## config.mk

```make
export PLATFORM = sky130hd
export DESIGN_NAME = seven_segment_scheduler
export DESIGN_NICKNAME = d
export VERILOG_FILES = /design/src/rtl/seven_segment_pkg.sv /design/src/rtl/seg_double_buffer.sv /design/src/rtl/seven_segment_scheduler.sv
export SDC_FILE = /design/constraint.sdc
export NUM_CORES = 1
export LEC_CHECK = 0
export ABC_AREA = 1
export BUFFER_PORTS_ARGS = -buffer_cell sky130_fd_sc_hd__buf_2
export CAP_MARGIN = 20
export CELL_PAD_IN_SITES_DETAIL_PLACEMENT = 0
export CELL_PAD_IN_SITES_GLOBAL_PLACEMENT = 1
export CORE_MARGIN = 2
export CORE_UTILIZATION = 49
export DETAILED_ROUTE_END_ITERATION = 7
export PLACE_DENSITY_LB_ADDON = 0.15
export SYNTH_ARGS = -nofsm -noshare
export SYNTH_HDL_FRONTEND = slang
export SYNTH_HIERARCHICAL = 1
export SYNTH_SLANG_ARGS = --single-unit
```

## constraint.sdc

```tcl
create_clock -name clk -period 4.6 [get_ports clk]
set_input_delay 0.92 -clock clk [delete_from_list [all_inputs] [get_ports clk]]
set_output_delay 0.92 -clock clk [all_outputs]
set_load 0.05 [all_outputs]
```

## src/rtl/seven_segment_pkg.sv

```systemverilog
// Shared types and constants for the multiplexed 7-segment scanner.
package seven_segment_pkg;

   typedef enum logic [1:0] {
      IDLE  = 2'd0,
      SHOW  = 2'd1,
      BLANK = 2'd2
   } state_t;

   // Segment order is {a,b,c,d,e,f,g,h}, active-high, 'a' in the MSB.
   localparam logic [7:0] seg_blank = 8'h00;

   localparam logic [7:0] seg_hex [16] = '{
      8'hFC, 8'h60, 8'hDA, 8'hF2, 8'h66, 8'hB6, 8'hBE, 8'hE0,
      8'hFE, 8'hF6, 8'hEE, 8'h3E, 8'h9C, 8'h7A, 8'h9E, 8'h8E
   };

   // Glyph for a hex nibble.
   function automatic logic [7:0] hex_glyph(input logic [3:0] value);
      return seg_hex[value];
   endfunction

   // Clock cycles per digit slot.
   function automatic int period_cycles(input int clk_mhz, input int digit_hz);
      return (clk_mhz * 1000000) / digit_hz;
   endfunction

endpackage

```

## src/rtl/seg_double_buffer.sv

```systemverilog
// Shadow/active segment store. Writers fill the shadow; a commit request
// copies the whole shadow into the active copy at the next boundary, so
// the scanner never shows a half-updated frame.
module seg_double_buffer
   import seven_segment_pkg::*;
#(
   parameter int w_digit = 6,
   parameter int w_idx   = $clog2(w_digit)
) (
   input  logic             clk,
   input  logic             rst_n,
   input  logic             wr_valid,
   output logic             wr_ready,
   input  logic [w_idx-1:0] wr_idx,
   input  logic [7:0]       wr_seg,
   input  logic             wr_commit,
   input  logic             boundary,
   input  logic [w_idx-1:0] rd_idx,
   output logic [7:0]       rd_seg
);

   localparam logic [w_idx:0] n_digit = (w_idx + 1)'(w_digit);

   logic [7:0] shadow_q [w_digit];
   logic [7:0] active_q [w_digit];
   logic       pending_q;
   logic       accept;
   logic       in_range;
   logic       copy;

   assign wr_ready = ~pending_q;
   assign accept   = wr_valid & wr_ready;
   assign in_range = ({1'b0, wr_idx} < n_digit);
   assign copy     = boundary & pending_q;

   // During the copy cycle the reader sees the shadow, so the slot that
   // starts on that edge already shows the freshly committed frame.
   assign rd_seg = copy ? shadow_q[rd_idx] : active_q[rd_idx];

   // Shadow writes, commit tracking and the frame-wide shadow-to-active copy.
   always_ff @(posedge clk or negedge rst_n) begin
      if (!rst_n) begin
         // NOTE: both buffers are cleared by reset because a reset must blank the display; plain storage arrays normally stay unreset.
         for (int i = 0; i < w_digit; i++) begin
            shadow_q[i] <= seg_blank;
            active_q[i] <= seg_blank;
         end
         pending_q <= 1'b0;
      end else begin
         if (accept && in_range) begin
            shadow_q[wr_idx] <= wr_seg;
         end
         if (copy) begin
            for (int i = 0; i < w_digit; i++) begin
               active_q[i] <= shadow_q[i];
            end
         end
         if (copy) begin
            pending_q <= 1'b0;
         end else if (accept && wr_commit) begin
            pending_q <= 1'b1;
         end
      end
   end

endmodule

```

## src/rtl/seven_segment_scheduler.sv

```systemverilog
// Time-multiplexed 7-segment scanner: shows each digit for a slot, then a
// dead-time blank, cycling through all digits. Outputs are registered and
// computed from the next state so digit and segments switch together.
module seven_segment_scheduler
   import seven_segment_pkg::*;
#(
   parameter int clk_mhz      = 50,
   parameter int w_digit      = 6,
   parameter int digit_hz     = 1000,
   parameter int blank_cycles = 500,
   parameter int w_idx        = $clog2(w_digit)
) (
   input  logic               clk,
   input  logic               rst_n,
   input  logic               en,
   input  logic               wr_valid,
   output logic               wr_ready,
   input  logic [w_idx-1:0]   wr_idx,
   input  logic [7:0]         wr_seg,
   input  logic               wr_commit,
   input  logic [w_digit-1:0] blank_mask,
   output logic [7:0]         abcdefgh,
   output logic [w_digit-1:0] digit,
   output logic               frame_done
);

   localparam int period      = period_cycles(clk_mhz, digit_hz);
   localparam int show_cycles = period - blank_cycles;
   localparam int w_cnt       = $clog2(period);

   localparam logic [w_cnt-1:0] show_last  = w_cnt'(show_cycles - 1);
   localparam logic [w_cnt-1:0] blank_last = w_cnt'(blank_cycles - 1);
   localparam logic [w_idx-1:0] last_idx   = w_idx'(w_digit - 1);

   state_t             state_q, state_n;
   logic [w_idx-1:0]   idx_q, idx_n;
   logic [w_cnt-1:0]   cnt_q, cnt_n;
   logic               frame_end;
   logic               boundary;
   logic [7:0]         rd_seg;
   logic [7:0]         seg_d;
   logic [w_digit-1:0] digit_d;
   logic               frame_done_d;

   // Last blank cycle of the last digit while scanning: the frame boundary.
   assign frame_end = en && (state_q == BLANK) && (cnt_q == blank_last) && (idx_q == last_idx);
   assign boundary  = frame_end || (state_q == IDLE);

   seg_double_buffer #(
      .w_digit (w_digit),
      .w_idx   (w_idx)
   ) u_buffer (
      .clk       (clk),
      .rst_n     (rst_n),
      .wr_valid  (wr_valid),
      .wr_ready  (wr_ready),
      .wr_idx    (wr_idx),
      .wr_seg    (wr_seg),
      .wr_commit (wr_commit),
      .boundary  (boundary),
      .rd_idx    (idx_n),
      .rd_seg    (rd_seg)
   );

   // State, digit index and phase counter registers.
   always_ff @(posedge clk or negedge rst_n) begin
      if (!rst_n) begin
         state_q <= IDLE;
         idx_q   <= '0;
         cnt_q   <= '0;
      end else begin
         // NOTE: non-blocking assignments so every register samples pre-edge values regardless of statement order.
         state_q <= state_n;
         idx_q   <= idx_n;
         cnt_q   <= cnt_n;
      end
   end

   // Next state: slot sequencing, index advance and counter wrap at slot end.
   always_comb begin
      // NOTE: defaults first so every path assigns every signal and no latch is inferred.
      state_n = state_q;
      idx_n   = idx_q;
      cnt_n   = cnt_q + 1'b1;
      if (!en) begin
         state_n = IDLE;
         idx_n   = '0;
         cnt_n   = '0;
      end else begin
         case (state_q)
            IDLE: begin
               state_n = SHOW;
               idx_n   = '0;
               cnt_n   = '0;
            end
            SHOW: begin
               if (cnt_q == show_last) begin
                  state_n = BLANK;
                  cnt_n   = '0;
               end
            end
            BLANK: begin
               if (cnt_q == blank_last) begin
                  state_n = SHOW;
                  cnt_n   = '0;
                  idx_n   = (idx_q == last_idx) ? '0 : idx_q + 1'b1;
               end
            end
            default: begin
               state_n = IDLE;
               idx_n   = '0;
               cnt_n   = '0;
            end
         endcase
      end
   end

   // Output decode for the upcoming cycle, so the output register tracks the state.
   always_comb begin
      digit_d      = '0;
      seg_d        = seg_blank;
      frame_done_d = (state_n == BLANK) && (cnt_n == blank_last) && (idx_n == last_idx);
      if ((state_n == SHOW) && !blank_mask[idx_n]) begin
         digit_d = w_digit'(1) << idx_n;
         seg_d   = rd_seg;
      end
   end

   // Output register: digit and segments switch on the same edge.
   always_ff @(posedge clk or negedge rst_n) begin
      if (!rst_n) begin
         digit      <= '0;
         abcdefgh   <= seg_blank;
         frame_done <= 1'b0;
      end else begin
         digit      <= digit_d;
         abcdefgh   <= seg_d;
         frame_done <= frame_done_d;
      end
   end

endmodule

```

* After elaboration in Yosys (flattened, before gate mapping) *
Index checks and enable logic that the tools add are counted.

cells by class
  shift-type cells = 1
  multiplexer cells = 28
  bitwise gates (word level) = 5
  reduce and logical (&&, ||, !) cells = 13
  order comparisons = 5
  add/sub/neg operators = 2
  eq/ne operators = 9

operators with widths
  kind                                                                           count
  8-bit two-way mux                                                              7
  8-bit binary-select mux with 3-bit select                                      2
  48-bit bitwise mux                                                             1
  16-bit two-way mux                                                             3
  16-bit by 9-bit == test with 1-bit output (second input constant)              2
  16-bit one-hot mux with 2 select lines                                         1
  8-bit demux with 3-bit select                                                  1
  16-bit by 1-bit adder with 16-bit output (second input constant)               1
  16-bit == test (second input constant)                                         1
  1-bit logical AND                                                              9
  3-bit two-way mux                                                              3
  4-bit greater-or-equal comparator (second input constant)                      2
  3-bit NOT with 4-bit output                                                    2
  3-bit == test (second input constant)                                          2
  2-bit two-way mux                                                              3
  6-bit two-way mux                                                              1
  2-bit one-hot mux with 3 select lines                                          1
  3-bit one-hot mux with 2 select lines                                          1
  1-bit by 3-bit << shifter with 6-bit output (first input constant)             1
  2-bit by 1-bit == test with 1-bit output (second input constant)               2
  2-bit == test (second input constant)                                          2
  3-bit by 4-bit less-than comparator with 1-bit output (second input constant)  1
  4-bit by 1-bit less-than comparator with 1-bit output (second input constant)  1
  3-bit by 1-bit adder with 3-bit output (second input constant)                 1
  other kinds (9)                                                                12

storage, ports and cells
  flip-flop bits (word level) = 133
  output and inout bits = 16
  bits of input ports = 22
  word-level logic and storage cells = 82

* Logic depth before layout (Yosys ltp) *
Gate-level depths: netlist (run 1).

  depth in word-level cells = 11
  depth in mapped cells = 21
  mapped depth without buffers = 19

* By module *
The synthesis (run 1) kept the hierarchy.

by module, submodules not included
  module                   cells an instance  sequential area each (µm²)  instances  area an instance (µm²)
  seg_double_buffer        608                2427.3                      1          4765.8
  seven_segment_scheduler  283                900.9                       1          2162.1

* Least setup slack after synthesis (run 1) *
No wires, ideal clock.

  path kind = in2reg
  start point = input port en
  end point = register abcdefgh[6]
  library setup time = 115 ps
  stages = 13
  data arrival time = 2229 ps
  buffers on the path = 2
  slack = 2256 ps
  data required time = 4485 ps
  cells stage by stage = nand2_1 inv_1 nand3_2 inv_1 buf_2 buf_4 nand2_1 nand3_1 nand3_1 nand3_1 nand2_1 inv_1 nor2_4

on the way
  longest elaborated chain between the ends = 7
  elaborated cells between the ends (all ways) = 21
  those cells by class = eq/ne: 1; mux: 12; bitwise: 2; reduce/logical: 6

ends and longest elaborated chain
  item                                                  RTL line                        RTL
  start: declaration                                    seven_segment_scheduler.sv:15   input logic en,
  3-bit two-way mux *                                   seven_segment_scheduler.sv:85   if (!en) begin
  net idx_n[0]                                          seven_segment_scheduler.sv:36   logic [w_idx-1:0] idx_q, idx_n;
  3-bit NOT with 4-bit output (not written as such) *   seg_double_buffer.sv:38         assign rd_seg = copy ? shadow_q[rd_idx] : active_q[rd_idx];
  8-bit binary-select mux with 3-bit select             seg_double_buffer.sv:38
  8-bit two-way mux (not written as such) (2 in a row)  seg_double_buffer.sv:38
  8-bit two-way mux *                                   seg_double_buffer.sv:38
  net rd_seg[6]                                         seven_segment_scheduler.sv:40   logic [7:0] rd_seg;
  8-bit two-way mux *                                   seven_segment_scheduler.sv:123  if ((state_n == SHOW) && !blank_mask[idx_n]) begin
  net seg_d[6]                                          seven_segment_scheduler.sv:41   logic [7:0] seg_d;
  end signal: assignment                                seven_segment_scheduler.sv:133  abcdefgh <= seg_blank;
  end signal: assignment                                seven_segment_scheduler.sv:137  abcdefgh <= seg_d;
  end: declaration                                      seven_segment_scheduler.sv:22   output logic [7:0] abcdefgh,

Mark *: on every way through the listed nets, which the timed path passes. The rest lies on a longest branch. The select of a mux whose other input is x is not followed.
A chain may end at the register's enable or synchronous reset.

* Worst setup path in the final report (run 1) *
  start point = register cnt_q[0]
  end point = register abcdefgh[1]

on the way
  longest elaborated chain between the ends = 10
  elaborated cells between the ends (all ways) = 27
  those cells by class = eq/ne: 3; mux: 17; bitwise: 2; reduce/logical: 5

ends and longest elaborated chain
  item                                                  RTL line                        RTL
  start: declaration                                    seven_segment_scheduler.sv:37   logic [w_cnt-1:0] cnt_q, cnt_n;
  start signal: assignment                              seven_segment_scheduler.sv:75   cnt_q <= cnt_n;
  16-bit by 9-bit == test with 1-bit output *           seven_segment_scheduler.sv:103  if (cnt_q == blank_last) begin
  3-bit two-way mux *                                   seven_segment_scheduler.sv:103
  3-bit one-hot mux with 2 select lines *               seven_segment_scheduler.sv:90   case (state_q)
  3-bit two-way mux *                                   seven_segment_scheduler.sv:85
  net idx_n[0]                                          seven_segment_scheduler.sv:36
  3-bit NOT with 4-bit output (not written as such) *   seg_double_buffer.sv:38
  8-bit binary-select mux with 3-bit select             seg_double_buffer.sv:38
  8-bit two-way mux (not written as such) (2 in a row)  seg_double_buffer.sv:38
  8-bit two-way mux *                                   seg_double_buffer.sv:38
  net rd_seg[1]                                         seven_segment_scheduler.sv:40
  8-bit two-way mux *                                   seven_segment_scheduler.sv:123
  net seg_d[1]                                          seven_segment_scheduler.sv:41

Marked as above.

==> results_dict.tcl, run 1 <==
set metrics [dict create \
    cp-start-kind "flip-flop" \
    ys_warn_count 6 \
    dpl_cell_area_um2 7130 \
    port_buffers 37 \
    postCtsSetupBuffers 0 \
    die_x_um 123 \
    cts-root-buf "clkbuf_16" \
    fin_total_pwr_uw 4520 \
    ys_seq_area_share_pct 48.0 \
    path_clk_slew_ps 60 \
    rsz0062_at_grt "no" \
    multiInputGateArea_um2 2870 \
    drive_gt1_share_pct 16.7 \
    synth_nets 918 \
    viasPerCell 5.12 \
    antenna_found_initial 0 \
    timing.final.crit_share_pct 71.6 \
    worstMarginPinSlew_ps 1050 \
    power_frac_clock_pct 35.9 \
    grt_use_met2_pct 37.4 \
    worst-r2r-setup-slack_ps 1310 \
    cpPeakStageDelay_ps 830 \
    cts_resized 0 \
    wirelength_um 16400 \
    syn_avg_cell_area_um2 7.78 \
    sequentialPowerShare_pct 40.7 \
    path_cells "ha_1, nand2_1, inv_2, nand2_2, nor2_4, nand2_2, nand2_4, nand3_2, nand3_2, inv_2, inv_1, nand2_1, nand3_1, nand3_1, nand3_1, nand2_1, inv_1, nor2_2" \
    p_sw_uw 1440 \
    drtAntennaViolNets 0 \
    numCtsBuffers 17 \
    start_util_pct 50.1 \
    ys_ff_latch 133 \
    final_area_um2 7840 \
    leakage_uw 0.00396 \
    combPwrFrac_pct 23.4 \
    swShare_pct 31.9 \
    vias 5664 \
    drt_iter0_drc 501 \
    slew_viol_final 0 \
    overflow 0 \
    antenna_cells 0 \
    clock_path_buffers 2 \
    power_density_nw_per_um2 576 \
    hold_viol_final 0 \
    worstSkewPairLatency_ps 420 \
    syn_to_final_growth_pct 13.2 \
    internal_power_uw 3080 \
    fin_tns_setup_ps 0 \
    worstHoldPathType "flip-flop to flip-flop" \
    rows 43 \
    use_met1_pct 32.5 \
    postCtsHoldBufs 0 \
    fin_util_pct 56.7 \
    final_cell_mix "nand2_1, dfrtp_1, inv_1" \
    drc 0 \
    status "completed" \
    wl_per_cell_um 14.8 \
    core-area_um2 13800 \
    final_common_cell "nand2_1" \
    crit_fanout 32 \
    critPathKind "flip-flop to flip-flop" \
    gp_congestion 0.885 \
    worst_ep_arrival_time_ps 3590 \
    die_area_um2 15100 \
    setup_viol 0 \
    grt_pass1_vias 5369 \
    htreeDepth 4 \
    busiest_layer "met2" \
    grt_pass1_wl_um 27200 \
    syn_area_um2 6930 \
    grt_start_max_net_pins 97 \
    die_height_um 123 \
    use_met3_pct 3.97 \
    relSlewSlack_pct 29.6 \
    first_pass_iters 5 \
    ios 38 \
    worstSetupEndpointType "flip-flop" \
    fin_crit_ps 3290 \
    cp.required_ps 4890 \
    fin_skew_ps 5.70 \
    cap_violations 0 \
    max_clock_freq_mhz 304 \
    cts.sinks 133 \
    ir_drop_v 0.000327 \
    cpMaxStageDelayCell "inv_1" \
    dp_hpwl_um 11400 \
    synthDistinctLibCells 29 \
    fillCellCount 1278 \
    whs_ps 478 \
    final_nets 941 \
    synthCells 891 \
    ff_latch_area_um2 3330 \
    cts_tree "done" \
    gr-usage-all-layers_pct 23.6 \
]
-- layout make-up --
| cell class | instances | area share (%) |
|---|---|---|
| Sequential cell | 133 | 42.4 |
| Multi-Input combinational cell | 591 | 36.6 |
| Inverter | 130 | 6.22 |
| Clock buffer | 18 | 5.47 |
| Clock inverter | 14 | 3.57 |
| Tap cell | 180 | 2.87 |
| Timing Repair Buffer | 41 | 2.82 |
-- power by group through the flow --
| stage | clock network, uW | logic, uW | registers [uW] |
|---|---|---|---|
| 4_1_cts | 1650 | 1060 | 1830 |
| 2_1_floorplan | 0 | 812 | 1790 |
| 3_3_place_gp | 0 | 1030 | 1820 |
| 5_1_grt | 1700 | 1230 | 1880 |
| 3_5_place_dp | 0 | 1050 | 1840 |
| 6_report | 1620 | 1060 | 1840 |
-- final timing paths --
kind	from	to	cells past startpoint
max	cnt_q[0]	abcdefgh[1]	18
min	cnt_q[0]	cnt_q[0]	1
max reg2reg	cnt_q[0]	abcdefgh[1]	18
min reg2reg	cnt_q[0]	cnt_q[0]	1
max in group asynchronous	rst_n	u_buffer/active_q[13]	2
min in group asynchronous	rst_n	cnt_q[3]	1
-- critical path, delay by kind of cell (launching register included) --
kind | cells | cell delay, ps
AND/OR/NAND/NOR | 13 | 1290
flip-flops | 1 | 370
adder cells (fa/ha/maj) | 1 | 320
buffers and inverters | 4 | 1160
-- through the flow --
stage               cells  worst slack, ps
floorplan             891             2260
global placement     1075             1340
detailed placement   1075             1230
CTS                  1107             1310
global route         1107              988
finish               1107             1310
-- state kept, by name, indices dropped and copies added (netlist names) --
register	count
abcdefgh	8
cnt_q	16
digit	6
frame_done	1
idx_q	3
state_q	2
u_buffer/active_q	48
u_buffer/pending_q	1
u_buffer/shadow_q	48
-- layer usage --
layer / vias to the layer above / part of all wire [%]
met3: 25 / 4.4
met2: 159 / 47
met4: 0 / 1.8
met1: 2657 / 46
met5: - / 0
li1: 2823 / -
-- cells in the mapped netlist --
| master | n | area, um2 |
|---|---|---|
| nor3_1 | 5 | 25.0 |
| nand3b_1 | 1 | 7.51 |
| buf_4 | 10 | 75.1 |
| nand2_4 | 5 | 56.3 |
| nand3_1 | 73 | 365 |
| clkbuf_1 | 6 | 22.5 |
| nor2_2 | 16 | 100 |
| ha_1 | 5 | 62.6 |
| inv_2 | 13 | 48.8 |
| o211ai_1 | 8 | 60.1 |
| nand3_2 | 6 | 60.1 |
| a21oi_1 | 2 | 10.0 |
| nand4_1 | 9 | 56.3 |
| nor3_4 | 1 | 16.3 |
| clkinv_1 | 2 | 7.51 |
| or2_2 | 1 | 6.26 |
| nor2_1 | 42 | 158 |
| dfrtp_1 | 133 | 3330 |
| o21ai_2 | 16 | 140 |
| o21ai_1 | 50 | 250 |
| o21ai_0 | 45 | 225 |
| nor2_4 | 5 | 56.3 |
| buf_6 | 6 | 67.6 |
| o21bai_1 | 1 | 7.51 |
| nand2_2 | 19 | 119 |
| xor2_1 | 7 | 61.3 |
| inv_1 | 115 | 432 |
| nand2_1 | 274 | 1030 |
| buf_2 | 15 | 75.1 |
-- cells by family (layout without fill, tap and decap cells) --
logic type      count (synthesis)  after routing  synth area share (%)
compound gates                122            122                  10.0
xor+xnor                        7              7                 0.885
fa+ha+maj                       5              5                 0.903
buf+inv                       167            203                  10.5
flops                         133            133                  48.0
simple gates                  457            457                  29.7
No activity file was read; power rests on OpenSTA's default activity.
==> inputs of run 2 (changes only) <==
--- a/config.mk
+++ b/config.mk
@@ -11,7 +11,7 @@
 export CELL_PAD_IN_SITES_DETAIL_PLACEMENT = 0
 export CELL_PAD_IN_SITES_GLOBAL_PLACEMENT = 1
 export CORE_MARGIN = 2
-export CORE_UTILIZATION = 49
+export CORE_UTILIZATION = 46
 export DETAILED_ROUTE_END_ITERATION = 7
 export PLACE_DENSITY_LB_ADDON = 0.15
 export SYNTH_ARGS = -nofsm -noshare
==> constraint.sdc (replaced) <==
create_clock -name clk -period 3.1 [get_ports clk]
set_input_delay 0.62 -clock clk [delete_from_list [all_inputs] [get_ports clk]]
set_output_delay 0.62 -clock clk [all_outputs]
set_load 0.05 [all_outputs]
==> run 2 against run 1 <==
Combinational power is 52% higher. Clock-buffer cell count is 1 higher. Critical path type unchanged. Die area is 6.3% higher.
==> results_dict.tcl, run 2 (synthesis gave the netlist of run 1 again) <==
set metrics [dict create \
    worst_slack_ps 509 \
    htreeDepth 4 \
    die_height_um 127 \
    fin_crit_ps 2590 \
    clock_path_buffers 2 \
    fillCellCount 1401 \
    antenna_found_initial 0 \
    whs_ps 186 \
    rr_startpoint "cnt_q[0]" \
    grt_pass1_wl_um 28900 \
    viasPerCell 5.13 \
    cts_tree "done" \
    syn_to_final_growth_pct 13.3 \
    ff_latch_area_um2 3330 \
    worstSetupEndpointType "flip-flop" \
    grt_pass1_vias 5729 \
    worst_ep_arrival_time_ps 2940 \
    drtAntennaViolNets 0 \
    die_x_um 127 \
    multiInputGateArea_um2 2870 \
    power_density_nw_per_um2 825 \
    ios 38 \
    cts-root-buf "clkbuf_16" \
    hold_viol_final 0 \
    timing.final.crit_share_pct 83.6 \
    start_util_pct 47.3 \
    cts.sinks 133 \
    critPathKind "flip-flop to flip-flop" \
    first_pass_iters 5 \
    crit_fanout 32 \
    vias 5718 \
    leakage_uw 0.00397 \
    cts_resized 0 \
    port_buffers 37 \
    die_area_um2 16100 \
    antenna_cells 0 \
    grt_start_max_net_pins 97 \
    postCtsHoldBufs 0 \
    dpl_cell_area_um2 7220 \
    drt_iter0_drc 484 \
    dpl_worst_slack_ps 554 \
    final_nets 947 \
    fin_tns_setup_ps 0 \
    status "completed" \
    gr-usage-all-layers_pct 22.8 \
    overflow 0 \
    fin_cells 1115 \
    setup_viol 0 \
    worstMarginPinSlew_ps 515 \
    max_clock_freq_mhz 386 \
    rows 44 \
    fin_skew_ps 8.16 \
    final_area_um2 7850 \
    largest_registers "u_buffer/active_q: 48 flops, u_buffer/shadow_q: 48 flops, cnt_q: 16 flops" \
    worstHoldPathType "input port to async pin" \
    relSlewSlack_pct 65.7 \
    numCtsBuffers 17 \
    gp_congestion 0.850 \
    dp_hpwl_um 12000 \
    path_clk_slew_ps 60 \
    worst-r2r-setup-slack_ps 510 \
    drive_gt1_share_pct 17.2 \
    postCtsSetupBuffers 0 \
    final_cell_mix "nand2_1, dfrtp_1, inv_1" \
    cp.required_ps 3440 \
    cap_violations 0 \
    rsz0062_at_grt "no" \
    slew_viol_final 0 \
    placedCellCount 1085 \
    core-area_um2 14600 \
    ir_drop_v 0.000538 \
    rr_endpoint "abcdefgh[3]" \
    worstSkewPairLatency_ps 420 \
    cp-start-kind "flip-flop" \
    rr_worst_depth 20 \
    final_common_cell "nand2_1" \
    wirelength_um 17000 \
    wl_per_cell_um 15.2 \
    drc 0 \
]
-- run 2: how the worst max path moves through the flow --
stage,to,from,slack [ps]
after global placement,abcdefgh[5],cnt_q[0],580
after floorplan,abcdefgh[6],cnt_q[0],870
after detailed placement,abcdefgh[5],cnt_q[0],550
after global routing,abcdefgh[3],cnt_q[0],260
final,abcdefgh[3],cnt_q[0],510
after CTS,abcdefgh[6],cnt_q[0],540
-- run 2: final cells by class --
type                    count  area share [%]
well taps                 184            2.93
clock inverters            11            2.23
inverters                 130            6.22
clock buffers              19            5.77
repair buffers             47            3.83
flip-flops and latches    133            42.4
multi-input cells         591            36.6
-- run 2: worst max-delay path: stages, from the launching register on --
cell     delay, ps
dfrtp_1        360
ha_1           310
nand2_1        100
inv_2           60
nand2_2         50
nor2_4         130
nand2_2         80
nand2_4         90
nand3_2        110
nand3_2        140
inv_2           60
inv_1           50
buf_4          310
nand2_1         90
nand2_1         80
nand2_1         50
nand3_1         70
nand3_1        130
nand2_1         90
inv_1           50
nor2_2          80
-- run 2: per-stage QoR --
stage                     utilization, %  power (uW)
after floorplan                        -        3860
after global placement              49.3        4290
after detailed placement            49.3        4350
after CTS                           53.6        6510
after global routing                53.6        6950
final                               53.6        6480
-- run 2: power breakdown --
group,leakage [uW],internal (uW),switching (uW)
sequential,0.00173,2340,385
clock,0.000302,1380,755
combinational,0.00193,579,1030
total,0.00397,4300,2170
-- run 2: layer usage --
metal	GRT usage, %	routed length, um
met4	6.72	311
met1	30.6	8020
met2	37.5	8000
met3	5.02	673
met5	0	0
